[src/rtl/fetch_unit.sv]
// fetch_unit: PC generation, 1-cycle imem read issue, prefetch FIFO and redirect flush.
module fetch_unit #(
    parameter int                ADDR_W   = 16,
    parameter int                INST_W   = 16,
    parameter int                DEPTH    = 2,
    parameter logic [ADDR_W-1:0] RESET_PC = '0
) (
    input  logic              clk,
    input  logic              reset,
    output logic              imem_req,
    output logic [ADDR_W-1:0] imem_addr,
    input  logic [INST_W-1:0] imem_rdata,
    input  logic              redirect,
    input  logic [ADDR_W-1:0] redirect_pc,
    output logic              inst_valid,
    output logic [INST_W-1:0] inst,
    output logic [ADDR_W-1:0] inst_pc,
    input  logic              inst_ready
);
    localparam int PW = (DEPTH > 1) ? $clog2(DEPTH) : 1;
    localparam int CW = PW + 1;

    logic [INST_W-1:0] data_q [DEPTH];
    logic [ADDR_W-1:0] pcs_q  [DEPTH];
    logic [PW-1:0]     rd_q, rd_d, wr_q, wr_d;
    logic [CW-1:0]     cnt_q, cnt_d;
    logic [ADDR_W-1:0] fetch_pc_q, fetch_pc_d, infl_pc_q, infl_pc_d;
    logic              infl_q, infl_d;
    logic              pop, push, issue;
    logic [CW:0]       credit;

    // Credit counts the in-flight word as occupied so a full FIFO can never overflow.
    always_comb begin
        inst_valid = (cnt_q != '0) && !redirect;
        inst       = data_q[rd_q];
        inst_pc    = pcs_q[rd_q];
        pop        = inst_valid && inst_ready;
        push       = infl_q && !redirect;
        credit     = {1'b0, cnt_q} + (CW+1)'(infl_q) - (CW+1)'(pop);
        issue      = redirect || (credit < (CW+1)'(DEPTH));
        imem_req   = issue && !reset;
        imem_addr  = redirect ? redirect_pc : fetch_pc_q;
        fetch_pc_d = issue ? imem_addr + ADDR_W'(1) : fetch_pc_q;
        infl_d     = issue;
        infl_pc_d  = issue ? imem_addr : infl_pc_q;
        cnt_d      = redirect ? '0 : cnt_q + CW'(push) - CW'(pop);
        rd_d       = redirect ? '0 : rd_q + PW'(pop);
        wr_d       = redirect ? '0 : wr_q + PW'(push);
    end

    always_ff @(posedge clk or posedge reset) begin
        if (reset) begin
            cnt_q      <= '0;
            rd_q       <= '0;
            wr_q       <= '0;
            infl_q     <= 1'b0;
            infl_pc_q  <= '0;
            fetch_pc_q <= RESET_PC;
            for (int i = 0; i < DEPTH; i++) begin
                data_q[i] <= '0;
                pcs_q[i]  <= '0;
            end
        end else begin
            cnt_q      <= cnt_d;
            rd_q       <= rd_d;
            wr_q       <= wr_d;
            infl_q     <= infl_d;
            infl_pc_q  <= infl_pc_d;
            fetch_pc_q <= fetch_pc_d;
            if (push) begin
                data_q[wr_q] <= imem_rdata;
                pcs_q[wr_q]  <= infl_pc_q;
            end
        end
    end
endmodule

[config.mk]
export PLATFORM = sky130hd
export DESIGN_NAME = fetch_unit
export DESIGN_NICKNAME = d
export VERILOG_FILES = /design/src/rtl/fetch_unit.sv
export SDC_FILE = /design/constraint.sdc
export NUM_CORES = 1
export LEC_CHECK = 0
export ABC_AREA = 1
export CAP_MARGIN = 20
export CORE_MARGIN = 1.5
export CORE_UTILIZATION = 53
export DETAILED_ROUTE_END_ITERATION = 8
export HOLD_SLACK_MARGIN = 0.08
export PLACE_DENSITY = 0.8
export SETUP_SLACK_MARGIN = 0.4
export SLEW_MARGIN = 20
export SYNTH_ARGS = -nofsm -noshare
export SYNTH_HDL_FRONTEND = slang
export SYNTH_SLANG_ARGS = --single-unit
[constraint.sdc]
create_clock -name clk -period 3.85 [get_ports clk]
set_clock_uncertainty 0.15 [all_clocks]
set_input_delay 0.77 -clock clk [delete_from_list [all_inputs] [get_ports clk]]
set_output_delay 0.77 -clock clk [all_outputs]
set_load 0.03 [all_outputs]
### Yosys cells after proc, flatten, opt, wreduce, memory -nomap -nowiden

Cells that the tools add are included.

* flip-flop bits (word level): 101
* input bits: 36
* output and inout port bits: 50
* logic and storage cells: 46

* add/subtract/negate cells: 7
* order comparisons: 4
* muxes and demuxes: 14
* bitwise logic cells: 2
* reductions and logical operators: 9

Operators with widths (count)
* $mux 16: 8
* $bwmux 32: 2
* $add 16x1->16 const B: 1
* $demux 16 s1: 1
* $logic_and 1x1->1: 5
* $ge 2x2->1 const B: 2
* $not 1->2: 2
* $add 2x1->3: 1
* $lt 3x2->1 const B: 1
* $sub 3x1->3: 1
* $add 1x1->1: 2
* $add 2x1->2: 1
* $logic_not 1->1: 2
* $lt 2x1->1 const B: 1
* $mux 1: 2
* $mux 2: 1
* $reduce_bool 2->1: 1
* $sub 2x1->2: 1
* $logic_or 1x1->1: 1

### Logic depth before layout (Yosys ltp)

* depth after elaboration: 7
* gate-level depth with buffers: 17
* depth with buffers taken out: 15

### Worst setup path before layout

Ideal clock, no wire load.

* path type: input port to output port
* start point: in redirect
* end point: out imem_req
* data arrival time: 3.239 ns
* required time: 2.930 ns
* path slack: -0.309 ns
* stages: 12
* buffers on the path: 3
* cell sequence: buf_6 > buf_2 > nor2_1 > nand3_1 > nand2_1 > nand2_1 > fa_1 > nand3_1 > nand2_2 > inv_2 > buf_2 > nor2_1

* cells in the longest elaborated chain, start to end: 7

Ends and longest elaborated chain
* start, declared: line 13 `input logic redirect,`
* $logic_not 1->1: line 34 `inst_valid = (cnt_q != '0) && !redirect;`
* $logic_and 1x1->1: line 34
* named net inst_valid: line 15 `output logic inst_valid,`
* $logic_and 1x1->1: line 37 `pop = inst_valid && inst_ready;`
* $sub 3x1->3: line 39 `credit = {1'b0, cnt_q} + (CW+1)'(infl_q) - (CW+1)'(pop);`
* $lt 3x2->1: line 40 `issue = redirect || (credit < (CW+1)'(DEPTH));`
* $logic_or 1x1->1: line 40
* $logic_and 1x1->1: line 41 `imem_req = issue && !reset;`
* end, declared: line 10 `output logic imem_req,`

The timed path passes the listed nets, and every way through them passes these cells.

### Worst setup path after layout

* start point: in inst_ready
* end point: out imem_req

* cells in the longest elaborated chain, start to end: 5

Ends and longest elaborated chain
* start, declared: line 18 `input logic inst_ready`
* $logic_and 1x1->1: line 37
* $sub 3x1->3: line 39
* $lt 3x2->1: line 40
* $logic_or 1x1->1: line 40
* $logic_and 1x1->1: line 41

Every way passes these cells.

==> results.py <==
metrics = {
    "outcome": {
        "status": "finished clean",
    },
    "worst_hold_path": {
        "hold_start": "fetch_pc_q[1]",
        "min_path_type": "flip-flop to flip-flop",
    },
    "die": {
        "core-area_um2": 9150,
        "start_util_pct": 54.3,
        "std_cell_rows": 35,
        "ioPinCount": 86,
        "die_area_um2": 9970,
        "die_x_um": 99.8,
        "die_height_um": 99.8,
    },
    "yosys": {
        "synthTopCellsByArea": "dfrtp_1 51%, nand2_1 12%, o21ai_0 7.7%, inv_1 6.8%, mux2_2 3.9%",
        "yosys.area.top_type": "dfrtp_1",
        "synth_commonest_cells": "162 x nand2_1, 101 x dfrtp_1, 90 x inv_1",
        "syn-mean-instance-area_um2": 8.11,
        "synth-main-ff-cell": "dfrtp_1",
        "syn-num-nets": 654,
        "syn-instance-count": 613,
        "synthArstFlopShare_pct": 100,
        "ys_seq_area_share_pct": 50.8,
        "syn_area_um2": 4970,
        "synth_cell_types": 32,
        "post-synth-top-count-cell": "nand2_1",
        "yosys_warnings": 0,
        "synth_top_area_share_pct": 50.8,
        "synth-edff-count": 0,
        "synth-seq-cells": 101,
    },
    "cts": {
        "cts_tree": "done",
        "cts-htree-levels": 3,
        "cts_buffers": 9,
        "holdBufCountCts": 0,
        "clockBufferDepth": 2,
        "cts.sinks": 101,
        "clk_latency_ps": 360,
        "path_clk_slew_ps": 100,
        "cts-root-buf": "clkbuf_8",
    },
    "global_routing": {
        "grt_max_degree": 40,
        "grt.overflow.total": 0,
        "first_global_vias": 3935,
        "grt_pass1_wl_mm": 18.3,
        "antenna_found_initial": 0,
        "grt_usage_pct": 23.1,
    },
    "power_and_ir_drop": {
        "internal_power_uw": 2850,
        "power_density_nw_per_um2": 821,
        "switching_share_pct": 43.4,
        "vdd_drop_max_mv": 0.330,
        "pwr-share-seq_pct": 36.3,
        "clock_power_share_pct": 13.7,
        "p_switching_uw": 2190,
        "p_comb_share_pct": 49.9,
        "p_leak_uw": 0.00294,
    },
    "finish": {
        "n_antenna_cell": 0,
        "fin_area_um2": 6140,
        "drive_above_1_share_pct": 13.3,
        "regArea_um2": 2530,
        "multi_input_area_um2": 1970,
        "finalNonFillerCells": 808,
        "area_growth_pct": 23.5,
        "final_core_util_pct": 67.1,
        "fillers": 773,
        "final_nets": 733,
    },
    "route": {
        "via_count": 4067,
        "firstDrtPassIters": 4,
        "drc": 0,
        "wl_mm": 10.8,
        "viasPerCell": 5.03,
        "drt_iter0_drc": 175,
        "antenna_left": 0,
        "wl_per_cell_um": 13.3,
    },
    "setup_path": {
        "critical_path_peak_fanout": 4,
        "critPathArrivalTime_ps": 2440,
        "crit_start": "inst_ready",
        "critical_path_class": "input pin to output pin",
        "worst_ep_required_time_ps": 2930,
        "start_kind": "input pin",
        "r2r_start": "cnt_q[1]",
        "worst_setup_path_end_kind": "output pin",
    },
    "timing": {
        "hold_viol_final": 0,
        "relSlewSlack_pct": 41.7,
        "worstMarginPinSlew_ps": 873,
        "period_share_pct": 87.4,
        "slew_viol_final": 0,
        "tns_ps": 0,
        "setup_slack_ps": 487,
        "rsz0062_at_grt": "no",
        "period_needed_ps": 3360,
        "setup_violations": 0,
        "max_freq_mhz": 297,
    },
    "placement": {
        "placed_area_um2": 5920,
        "port_buffers": 85,
        "place_ws_ps": 319,
        "place_inst": 791,
        "gp_congestion": 0.899,
        "dp_hpwl_mm": 7.80,
    },
    "run": {
        "cap_violations": 0,
    },
}
## power by group through the flow
stage	sequential (uW)	clock [uW]	combinational [uW]
after floorplan	1760	0	1730
after global placement	1820	0	2460
after detailed placement	1850	0	2520
after CTS	1830	711	2540
after global routing	1890	753	2780
final	1830	693	2520
## worst max-delay path, cell delays in order
cell and delay [ps]:
clkdlybuf4s50_1 430, nand2_1 130, nand2_1 60, nand2_1 60, nand2_1 60, fa_1 480, nand3_1 90, nand2_2 70
inv_2 50, nor2_4 100, buf_6 130
## registers in the layout, summed over array words and instances, names as in the netlist
register and flops:
pcs_q 32, fetch_pc_q 16, rd_q 1, wr_q 1
infl_q 1, data_q 32, infl_pc_q 16, cnt_q 2
## cell type report
cell class	count	area share, %
flip-flops and latches	101	41.2
well taps	111	2.26
inverters	92	5.73
repair buffers	97	15.3
clock inverters	7	1.30
multi-input cells	391	32.2
clock buffers	9	2.02
## per-stage QoR
step	power, uW	hold slack, ps
4_1_cts	5080	336
6_report	5040	333
3_3_place_gp	4290	304
3_5_place_dp	4380	318
2_1_floorplan	3490	292
5_1_grt	5420	362
## final timing paths
path | end | slack (ps) | depth (start not counted)
min in group asynchronous | pcs_q[0] | 850 | 2
max in group asynchronous | rd_q | 2020 | 3
worst max-delay path | imem_req | 490 | 11
worst max register to register | fetch_pc_q[11] | 1190 | 16
worst min register to register | fetch_pc_q[1] | 330 | 2
worst min-delay path | fetch_pc_q[1] | 330 | 2
## repair_timing
action | 4_1_cts | 5_1_grt
cloned | 0 | 0
setup endpoints to repair | 2 | 1
gates resized for setup | 1 | 1
buffers inserted | 0 | 1
pin swaps | 0 | 1
## logic make-up after synthesis
family / Yosys count / synth area share, %
simple gates: 259 / 22.3
compound gates: 109 / 11.5
fa+ha+maj: 5 / 1.41
flops: 101 / 50.8
mux: 17 / 3.85
buf+inv: 121 / 9.97
xor+xnor: 1 / 0.176
## layout by cell type (no fill, tap or decap), drive strengths merged
| cell type | instances |
|---|---|
| fa | 1 |
| clkinv | 1 |
| buf | 28 |
| o21ai | 79 |
| nor2 | 57 |
| ha | 4 |
| clkdlybuf4s50 | 68 |
| o21a | 1 |
| dlygate4sd2 | 1 |
| a31oi | 1 |
| mux2 | 17 |
| clkbuf | 9 |
| nand2 | 173 |
| inv | 95 |
| a21oi | 25 |
| dfrtp | 101 |
| o22ai | 2 |
| bufinv | 1 |
| nand3 | 26 |
| clkinvlp | 2 |
| or2 | 3 |
| xnor2 | 1 |
| o211ai | 1 |
## layer usage
metal | vias up | global-route usage (%) | share of wire [%]
li1 | 2062 | - | -
met1 | 1885 | 31.9 | 47
met2 | 111 | 38.1 | 48
met3 | 9 | 2.92 | 4.3
met4 | 0 | 7.69 | 1.0
met5 | - | 0 | 0
Power figures use the tool's default switching activity.
